[src/rtl/multicycle_control_if.sv]
// Control bus between the multicycle control unit and its datapath.
// Carries the decoded instruction fields, the memory handshake, the
// control strobes and selects, and the status outputs of the FSM.
interface multicycle_control_if #(
    parameter int CNT_W = 16
);
    logic [5:0]       opcode;
    logic [5:0]       funct;
    logic             zero;
    logic             mem_ready;
    logic             PCWE;
    logic             IRWE;
    logic             RFWE;
    logic             DMWE;
    logic             IorD;
    logic             M_to_RF_sel;
    logic             RFD_sel;
    logic [1:0]       ALU_in_sel1;
    logic [1:0]       ALU_in_sel2;
    logic [1:0]       PC_src;
    logic [3:0]       ALU_sel;
    logic [3:0]       state;
    logic             illegal;
    logic [CNT_W-1:0] instr_count;

    // Control unit side: consumes instruction fields, drives the controls.
    modport master (
        input  opcode, funct, zero, mem_ready,
        output PCWE, IRWE, RFWE, DMWE, IorD, M_to_RF_sel, RFD_sel,
               ALU_in_sel1, ALU_in_sel2, PC_src, ALU_sel,
               state, illegal, instr_count
    );

    // Datapath side: supplies instruction fields, obeys the controls.
    modport slave (
        output opcode, funct, zero, mem_ready,
        input  PCWE, IRWE, RFWE, DMWE, IorD, M_to_RF_sel, RFD_sel,
               ALU_in_sel1, ALU_in_sel2, PC_src, ALU_sel,
               state, illegal, instr_count
    );
endinterface

[src/rtl/multicycle_control.sv]
// Multicycle MIPS-subset control unit (LW, SW, R-type, BEQ, ADDI, J).
// Moore-style FSM: the state is registered, controls decode combinationally
// from the state plus instruction fields and the memory handshake.
// Write strobes and the illegal pulse are suppressed while reset is high so
// an instruction interrupted by reset cannot commit anything.
module multicycle_control #(
    parameter int CNT_W = 16
) (
    input  logic                 clk,
    input  logic                 reset,
    multicycle_control_if.master bus
);

    typedef enum logic [3:0] {
        S_FETCH     = 4'd0,
        S_DECODE    = 4'd1,
        S_MEM_ADDR  = 4'd2,
        S_MEM_RD    = 4'd3,
        S_MEM_WB    = 4'd4,
        S_MEM_WR    = 4'd5,
        S_R_EXEC    = 4'd6,
        S_R_WB      = 4'd7,
        S_BRANCH    = 4'd8,
        S_ADDI_EXEC = 4'd9,
        S_ADDI_WB   = 4'd10,
        S_JUMP      = 4'd11
    } state_t;

    localparam logic [5:0] OP_RTYPE = 6'b000000;
    localparam logic [5:0] OP_J     = 6'b000010;
    localparam logic [5:0] OP_BEQ   = 6'b000100;
    localparam logic [5:0] OP_ADDI  = 6'b001000;
    localparam logic [5:0] OP_LW    = 6'b100011;
    localparam logic [5:0] OP_SW    = 6'b101011;

    localparam logic [5:0] FN_SLL   = 6'b000000;
    localparam logic [5:0] FN_SLLV  = 6'b000100;
    localparam logic [5:0] FN_SRAV  = 6'b000111;
    localparam logic [5:0] FN_ADD   = 6'b100000;
    localparam logic [5:0] FN_SUB   = 6'b100010;
    localparam logic [5:0] FN_AND   = 6'b100100;
    localparam logic [5:0] FN_OR    = 6'b100101;

    localparam logic [3:0] ALU_ADD  = 4'b0010;
    localparam logic [3:0] ALU_SUB  = 4'b0000;
    localparam logic [3:0] ALU_SLL  = 4'b0011;
    localparam logic [3:0] ALU_SRA  = 4'b0111;
    localparam logic [3:0] ALU_AND  = 4'b1000;
    localparam logic [3:0] ALU_OR   = 4'b1001;

    localparam logic [1:0] A_PC     = 2'b00;
    localparam logic [1:0] A_REGA   = 2'b01;
    localparam logic [1:0] A_SHAMT  = 2'b10;
    localparam logic [1:0] B_REGB   = 2'b00;
    localparam logic [1:0] B_FOUR   = 2'b01;
    localparam logic [1:0] B_IMM    = 2'b10;
    localparam logic [1:0] B_IMMSH  = 2'b11;
    localparam logic [1:0] PC_ALU   = 2'b00;
    localparam logic [1:0] PC_OUT   = 2'b01;
    localparam logic [1:0] PC_JUMP  = 2'b10;

    localparam logic [CNT_W-1:0] CNT_ONE = {{(CNT_W-1){1'b0}}, 1'b1};

    state_t           state_r;
    state_t           next_s;
    logic [CNT_W-1:0] count_r;
    logic [3:0]       alu_hold_r;
    logic [3:0]       alu_hold_s;
    logic             retire_s;

    logic             pcwe_s;
    logic             irwe_s;
    logic             rfwe_s;
    logic             dmwe_s;
    logic             iord_s;
    logic             m_to_rf_s;
    logic             rfd_s;
    logic [1:0]       sel1_s;
    logic [1:0]       sel2_s;
    logic [1:0]       pc_src_s;
    logic [3:0]       alu_sel_s;
    logic             illegal_s;

    // Next-state and control decode from the current state and inputs.
    always_comb begin
        next_s     = S_FETCH;
        retire_s   = 1'b0;
        alu_hold_s = alu_hold_r;
        pcwe_s     = 1'b0;
        irwe_s     = 1'b0;
        rfwe_s     = 1'b0;
        dmwe_s     = 1'b0;
        iord_s     = 1'b0;
        m_to_rf_s  = 1'b0;
        rfd_s      = 1'b0;
        sel1_s     = A_PC;
        sel2_s     = B_REGB;
        pc_src_s   = PC_ALU;
        alu_sel_s  = 4'b0000;
        illegal_s  = 1'b0;

        case (state_r)
            S_FETCH: begin
                sel2_s    = B_FOUR;
                alu_sel_s = ALU_ADD;
                irwe_s    = bus.mem_ready;
                pcwe_s    = bus.mem_ready;
                if (bus.mem_ready) begin
                    next_s = S_DECODE;
                end else begin
                    next_s = S_FETCH;
                end
            end
            S_DECODE: begin
                // ALU precomputes the branch target while decoding
                sel2_s    = B_IMMSH;
                alu_sel_s = ALU_ADD;
                case (bus.opcode)
                    OP_LW, OP_SW: next_s = S_MEM_ADDR;
                    OP_RTYPE:     next_s = S_R_EXEC;
                    OP_BEQ:       next_s = S_BRANCH;
                    OP_ADDI:      next_s = S_ADDI_EXEC;
                    OP_J:         next_s = S_JUMP;
                    default: begin
                        illegal_s = 1'b1;
                        next_s    = S_FETCH;
                    end
                endcase
            end
            S_MEM_ADDR: begin
                sel1_s    = A_REGA;
                sel2_s    = B_IMM;
                alu_sel_s = ALU_ADD;
                if (bus.opcode == OP_SW) begin
                    next_s = S_MEM_WR;
                end else if (bus.opcode == OP_LW) begin
                    next_s = S_MEM_RD;
                end else begin
                    next_s = S_FETCH;
                end
            end
            S_MEM_RD: begin
                iord_s = 1'b1;
                if (bus.mem_ready) begin
                    next_s = S_MEM_WB;
                end else begin
                    next_s = S_MEM_RD;
                end
            end
            S_MEM_WB: begin
                rfwe_s    = 1'b1;
                m_to_rf_s = 1'b1;
                retire_s  = 1'b1;
                next_s    = S_FETCH;
            end
            S_MEM_WR: begin
                // The write strobe stays up until memory accepts it
                iord_s = 1'b1;
                dmwe_s = 1'b1;
                if (bus.mem_ready) begin
                    retire_s = 1'b1;
                    next_s   = S_FETCH;
                end else begin
                    next_s = S_MEM_WR;
                end
            end
            S_R_EXEC: begin
                sel1_s = A_REGA;
                sel2_s = B_REGB;
                next_s = S_R_WB;
                case (bus.funct)
                    FN_ADD:  alu_sel_s = ALU_ADD;
                    FN_SUB:  alu_sel_s = ALU_SUB;
                    FN_AND:  alu_sel_s = ALU_AND;
                    FN_OR:   alu_sel_s = ALU_OR;
                    FN_SLLV: alu_sel_s = ALU_SLL;
                    FN_SRAV: alu_sel_s = ALU_SRA;
                    FN_SLL: begin
                        alu_sel_s = ALU_SLL;
                        sel1_s    = A_SHAMT;
                    end
                    default: begin
                        alu_sel_s = ALU_ADD;
                        illegal_s = 1'b1;
                        next_s    = S_FETCH;
                    end
                endcase
                alu_hold_s = alu_sel_s;
            end
            S_R_WB: begin
                // Keep the ALU operation stable through the write-back cycle
                rfwe_s    = 1'b1;
                rfd_s     = 1'b1;
                alu_sel_s = alu_hold_r;
                retire_s  = 1'b1;
                next_s    = S_FETCH;
            end
            S_BRANCH: begin
                sel1_s    = A_REGA;
                sel2_s    = B_REGB;
                alu_sel_s = ALU_SUB;
                pc_src_s  = PC_OUT;
                pcwe_s    = bus.zero;
                retire_s  = 1'b1;
                next_s    = S_FETCH;
            end
            S_ADDI_EXEC: begin
                sel1_s    = A_REGA;
                sel2_s    = B_IMM;
                alu_sel_s = ALU_ADD;
                next_s    = S_ADDI_WB;
            end
            S_ADDI_WB: begin
                rfwe_s   = 1'b1;
                retire_s = 1'b1;
                next_s   = S_FETCH;
            end
            S_JUMP: begin
                pc_src_s = PC_JUMP;
                pcwe_s   = 1'b1;
                retire_s = 1'b1;
                next_s   = S_FETCH;
            end
            default: begin
                // Unused codes recover to FETCH without side effects
                next_s = S_FETCH;
            end
        endcase
    end

    // State, held ALU operation and retired-instruction counter.
    always_ff @(posedge clk) begin
        if (reset) begin
            state_r    <= S_FETCH;
            count_r    <= {CNT_W{1'b0}};
            alu_hold_r <= 4'b0000;
        end else begin
            state_r    <= next_s;
            alu_hold_r <= alu_hold_s;
            if (retire_s) begin
                count_r <= count_r + CNT_ONE;
            end else begin
                count_r <= count_r;
            end
        end
    end

    assign bus.PCWE        = pcwe_s & ~reset;
    assign bus.IRWE        = irwe_s & ~reset;
    assign bus.RFWE        = rfwe_s & ~reset;
    assign bus.DMWE        = dmwe_s & ~reset;
    assign bus.illegal     = illegal_s & ~reset;
    assign bus.IorD        = iord_s;
    assign bus.M_to_RF_sel = m_to_rf_s;
    assign bus.RFD_sel     = rfd_s;
    assign bus.ALU_in_sel1 = sel1_s;
    assign bus.ALU_in_sel2 = sel2_s;
    assign bus.PC_src      = pc_src_s;
    assign bus.ALU_sel     = alu_sel_s;
    assign bus.state       = state_r;
    assign bus.instr_count = count_r;

endmodule

[src/flat_wrapper.sv]
// flat-port wrapper written by rule: the top's interface ports become plain ports
module multicycle_control_flat 
#(
    parameter int CNT_W = 16
)
  (clk, reset, bus_opcode, bus_funct, bus_zero, bus_mem_ready, bus_PCWE, bus_IRWE, bus_RFWE, bus_DMWE, bus_IorD, bus_M_to_RF_sel, bus_RFD_sel, bus_ALU_in_sel1, bus_ALU_in_sel2, bus_PC_src, bus_ALU_sel, bus_state, bus_illegal, bus_instr_count);
  multicycle_control_if #(.CNT_W(CNT_W)) bus_i ();
  input  logic clk;
  input  logic reset;
  input wire logic [$bits(bus_i.opcode)-1:0] bus_opcode;
  input wire logic [$bits(bus_i.funct)-1:0] bus_funct;
  input wire logic [$bits(bus_i.zero)-1:0] bus_zero;
  input wire logic [$bits(bus_i.mem_ready)-1:0] bus_mem_ready;
  output wire logic [$bits(bus_i.PCWE)-1:0] bus_PCWE;
  output wire logic [$bits(bus_i.IRWE)-1:0] bus_IRWE;
  output wire logic [$bits(bus_i.RFWE)-1:0] bus_RFWE;
  output wire logic [$bits(bus_i.DMWE)-1:0] bus_DMWE;
  output wire logic [$bits(bus_i.IorD)-1:0] bus_IorD;
  output wire logic [$bits(bus_i.M_to_RF_sel)-1:0] bus_M_to_RF_sel;
  output wire logic [$bits(bus_i.RFD_sel)-1:0] bus_RFD_sel;
  output wire logic [$bits(bus_i.ALU_in_sel1)-1:0] bus_ALU_in_sel1;
  output wire logic [$bits(bus_i.ALU_in_sel2)-1:0] bus_ALU_in_sel2;
  output wire logic [$bits(bus_i.PC_src)-1:0] bus_PC_src;
  output wire logic [$bits(bus_i.ALU_sel)-1:0] bus_ALU_sel;
  output wire logic [$bits(bus_i.state)-1:0] bus_state;
  output wire logic [$bits(bus_i.illegal)-1:0] bus_illegal;
  output wire logic [$bits(bus_i.instr_count)-1:0] bus_instr_count;
  assign bus_i.opcode = bus_opcode;
  assign bus_i.funct = bus_funct;
  assign bus_i.zero = bus_zero;
  assign bus_i.mem_ready = bus_mem_ready;
  assign bus_PCWE = bus_i.PCWE;
  assign bus_IRWE = bus_i.IRWE;
  assign bus_RFWE = bus_i.RFWE;
  assign bus_DMWE = bus_i.DMWE;
  assign bus_IorD = bus_i.IorD;
  assign bus_M_to_RF_sel = bus_i.M_to_RF_sel;
  assign bus_RFD_sel = bus_i.RFD_sel;
  assign bus_ALU_in_sel1 = bus_i.ALU_in_sel1;
  assign bus_ALU_in_sel2 = bus_i.ALU_in_sel2;
  assign bus_PC_src = bus_i.PC_src;
  assign bus_ALU_sel = bus_i.ALU_sel;
  assign bus_state = bus_i.state;
  assign bus_illegal = bus_i.illegal;
  assign bus_instr_count = bus_i.instr_count;
  multicycle_control #(.CNT_W(CNT_W)) u_core (.clk(clk), .reset(reset), .bus(bus_i));
endmodule
[config.mk]
export PLATFORM = sky130hd
export DESIGN_NAME = multicycle_control_flat
export DESIGN_NICKNAME = d
export VERILOG_FILES = /design/src/rtl/multicycle_control_if.sv /design/src/rtl/multicycle_control.sv /design/src/flat_wrapper.sv
export SDC_FILE = /design/constraint.sdc
export NUM_CORES = 1
export LEC_CHECK = 0
export ABC_AREA = 1
export BUFFER_PORTS_ARGS = -buffer_cell sky130_fd_sc_hd__buf_2
export CORE_UTILIZATION = 51
export CTS_CLUSTER_SIZE = 8
export DETAILED_ROUTE_END_ITERATION = 6
export PLACE_DENSITY_LB_ADDON = 0.3
export SYNTH_ARGS = -nofsm -noshare
export SYNTH_HDL_FRONTEND = slang
export SYNTH_SLANG_ARGS = --single-unit
[constraint.sdc]
create_clock -name clk -period 1.94 [get_ports clk]
set_input_delay 0.485 -clock clk [delete_from_list [all_inputs] [get_ports clk]]
set_output_delay 0.485 -clock clk [all_outputs]
set_load 0.01 [all_outputs]
==> run metrics <==
Hold Crit Start=reset; vias per cell=5.10; Syn Area/Cell=5.83 sq um; nature of the critical path startpoint=flop; Worst-path clk slew=0.14 ns; Initial Utilization=0.533; Syn Inst Count=305; Worst Path Buf+Inv=3; register area=490 sq um; synthesized cell area=0.00178 sq mm; WS Path Type=reg -> out; sequential area share after synthesis=0.270; WHS=0.397 ns; largest net degree at the start of global routing=23; Worst-Margin Slew=0.382 ns; reg-to-reg slack, setup=0.35 ns; Worst path max stage delay=0.41 ns; worst reg2reg startpoint=u_core.bus.instr_count[1]; hold crit path type=in -> reg; most frequent cells in the layout=87 x nand2_1, 52 x buf_2, 45 x nor2_1; Port Buffer Count=53; commonest non-fill, non-tap cell in the layout=nand2_1; normalized max-slew margin=0.745; CTS tree=done; area grow syn2layout=30.3%; Crit Path Max Fanout=7; first-pass GRT wire length=6820 microns; Setup TNS Final=-0.171 ns; CP Depth=7; Sink Count=24; NumNets Final=393; maximum vdd ir drop=233 uV; layout cells sized above 1=0.317; Overflow after GRT=0; CP Cell Sequence=inv_4 > nor2_4 > inv_2 > nor2_4 > o211ai_1 > nand3_1 > buf_2; Fin. Hold Viols=0; R2R depth=7; most used cell along the critical path=nor2_4; RSZ-0062 raised after global routing=yes; final worst-path setup slack=-0.0563 ns; Hold Path Stages=2; post-route clock period utilization=1.03; Leak Pwr=1.15 nW; Placer Congestion=0.826; delay-heaviest family, CP=flip-flops; via count=2147; DP Cell Count=407; DIE AREA=0.00373 sq mm; Max-cap violations=0; worst clock skew=0.00187 ns; HPWL after DPL=3320 microns; PwrDens=423 mW/mm^2; CTS Hold Bufs=0; vias in the first global route=1695; minimum clock period=2.00 ns; crit path DAT=1.51 ns; CTS HTree Levels=1; Reg2Reg Capture Point=u_core.bus.instr_count[8]; Post-DP Area=0.00212 sq mm; initial antenna violation count=0; global-route usage over all layers=0.241; number of synthesized register bits=24; WL per Instance=10.8 microns; antenna-violating nets left=0; Core Region=0.00334 sq mm; fin. max-slew vios=0; area of the multi-input gates=0.00116 sq mm; Endpoint, Worst Hold=u_core.bus.state[3]; Die W=61.0 microns; Ports=54; Root Driver=clkbuf_4; Critical Path RT=1.45 ns; status=finished with violations; CP Capture Type=primary output; Initial DRT Pass Iterations=4; post-synth cell types=27; initial DRC count=106; Finished Layout Cells=421; # rows=21; violated checks=setup timing; Syn. warnings=0; deepest clock path buffer count=2; Mapped Nets=322; Slowest-stage cell, CP=dfxtp_4; final setup violation count=6; routed wire length=4570 microns; CTS Buf Count=3; Residual DRC=0; fin area=0.00232 sq mm; Place WS=0.0626 ns; Fillers=307; ANT cells=0; worst skew pair latency=0.33 ns; Die H=61.0 microns; FMAX=501 MHz
## worst reg2reg max path: stages (launching register included)
cell	delay, ns
dfxtp_1	0.42
ha_1	0.27
inv_1	0.06
nor2_1	0.32
nand2_1	0.12
xnor2_1	0.16
nand2_1	0.07
a21oi_1	0.11
## Yosys cell counts
| cell | instances | area, sq um |
|---|---|---|
| a21oi_1 | 19 | 95.1 |
| a21oi_2 | 1 | 8.76 |
| a31oi_1 | 1 | 6.26 |
| buf_6 | 2 | 22.5 |
| clkbuf_1 | 2 | 7.51 |
| dfxtp_1 | 24 | 480 |
| ha_1 | 1 | 12.5 |
| inv_1 | 38 | 143 |
| inv_2 | 3 | 11.3 |
| nand2_1 | 90 | 338 |
| nand2_2 | 3 | 18.8 |
| nand2_4 | 1 | 11.3 |
| nand3_1 | 33 | 165 |
| nand3_2 | 3 | 30.0 |
| nand3b_1 | 1 | 7.51 |
| nand4_1 | 7 | 43.8 |
| nor2_1 | 53 | 199 |
| nor2_2 | 4 | 25.0 |
| nor2_4 | 4 | 45.0 |
| nor2_8 | 1 | 20.0 |
| nor3_1 | 1 | 5.00 |
| nor3_2 | 1 | 10.0 |
| o211ai_1 | 1 | 7.51 |
| o21a_1 | 1 | 7.51 |
| o21ai_0 | 6 | 30.0 |
| o21ai_1 | 2 | 10.0 |
| xnor2_1 | 2 | 17.5 |
## state kept, by name, indices dropped and copies added (netlist names)
name and count:
u_core.alu_hold_r 4, u_core.bus.state 4, u_core.bus.instr_count 16
## what timing repair did
item                       CTS  global route
setup endpoints to repair   10            11
resized for setup           15            18
buffers inserted             5             5
pin swaps                    8             8
## area by class of cell
class,count,share of cell area
Timing Repair Buffer,70,0.172
Inverter,41,0.0675
Clock buffer,3,0.00972
Sequential cell,24,0.212
Clock inverter,1,0.0130
Multi-Input combinational cell,236,0.501
Tap cell,46,0.0248
## report_power, final
group | internal, mW | switching, mW | leakage [nW] | total, mW
logic | 0.0447 | 0.0671 | 0.922 | 0.112
clock network | 0.209 | 0.163 | 0.0279 | 0.372
registers | 0.493 | 0.00309 | 0.196 | 0.496
## per-layer routing
metal,part of all wire,global-route usage,up-vias
li1,-,-,1115
met1,0.43,0.267,967
met2,0.52,0.467,60
met3,0.036,0.0294,5
met4,0.010,0.0812,0
met5,0,0,-
## cells by family after synthesis
logic type,share of synthesized area
fa+ha+maj,0.00704
xor+xnor,0.00985
buf+inv,0.103
flops,0.270
simple gates,0.517
compound gates,0.0929
## how the worst max path moves through the flow
stage,end,slack [ns],startpoint
after floorplan,bus_illegal,0.20,u_core.bus.state[3]
after global placement,bus_illegal,0.08,bus_funct[1]
after detailed placement,bus_illegal,0.06,bus_funct[1]
after global routing,bus_illegal,-0.12,u_core.bus.state[0]
after CTS,bus_ALU_sel[1],-0.06,u_core.bus.state[2]
final,bus_ALU_sel[1],-0.06,u_core.bus.state[2]
## stage by stage
| step | total power, mW | util |
|---|---|---|
| 2_1_floorplan | 0.564 | - |
| 3_3_place_gp | 0.606 | 0.636 |
| 3_5_place_dp | 0.608 | 0.636 |
| 4_1_cts | 0.976 | 0.672 |
| 5_1_grt | 1.02 | 0.694 |
| 6_report | 0.980 | 0.694 |
No activity file was read; power rests on OpenSTA's default activity.
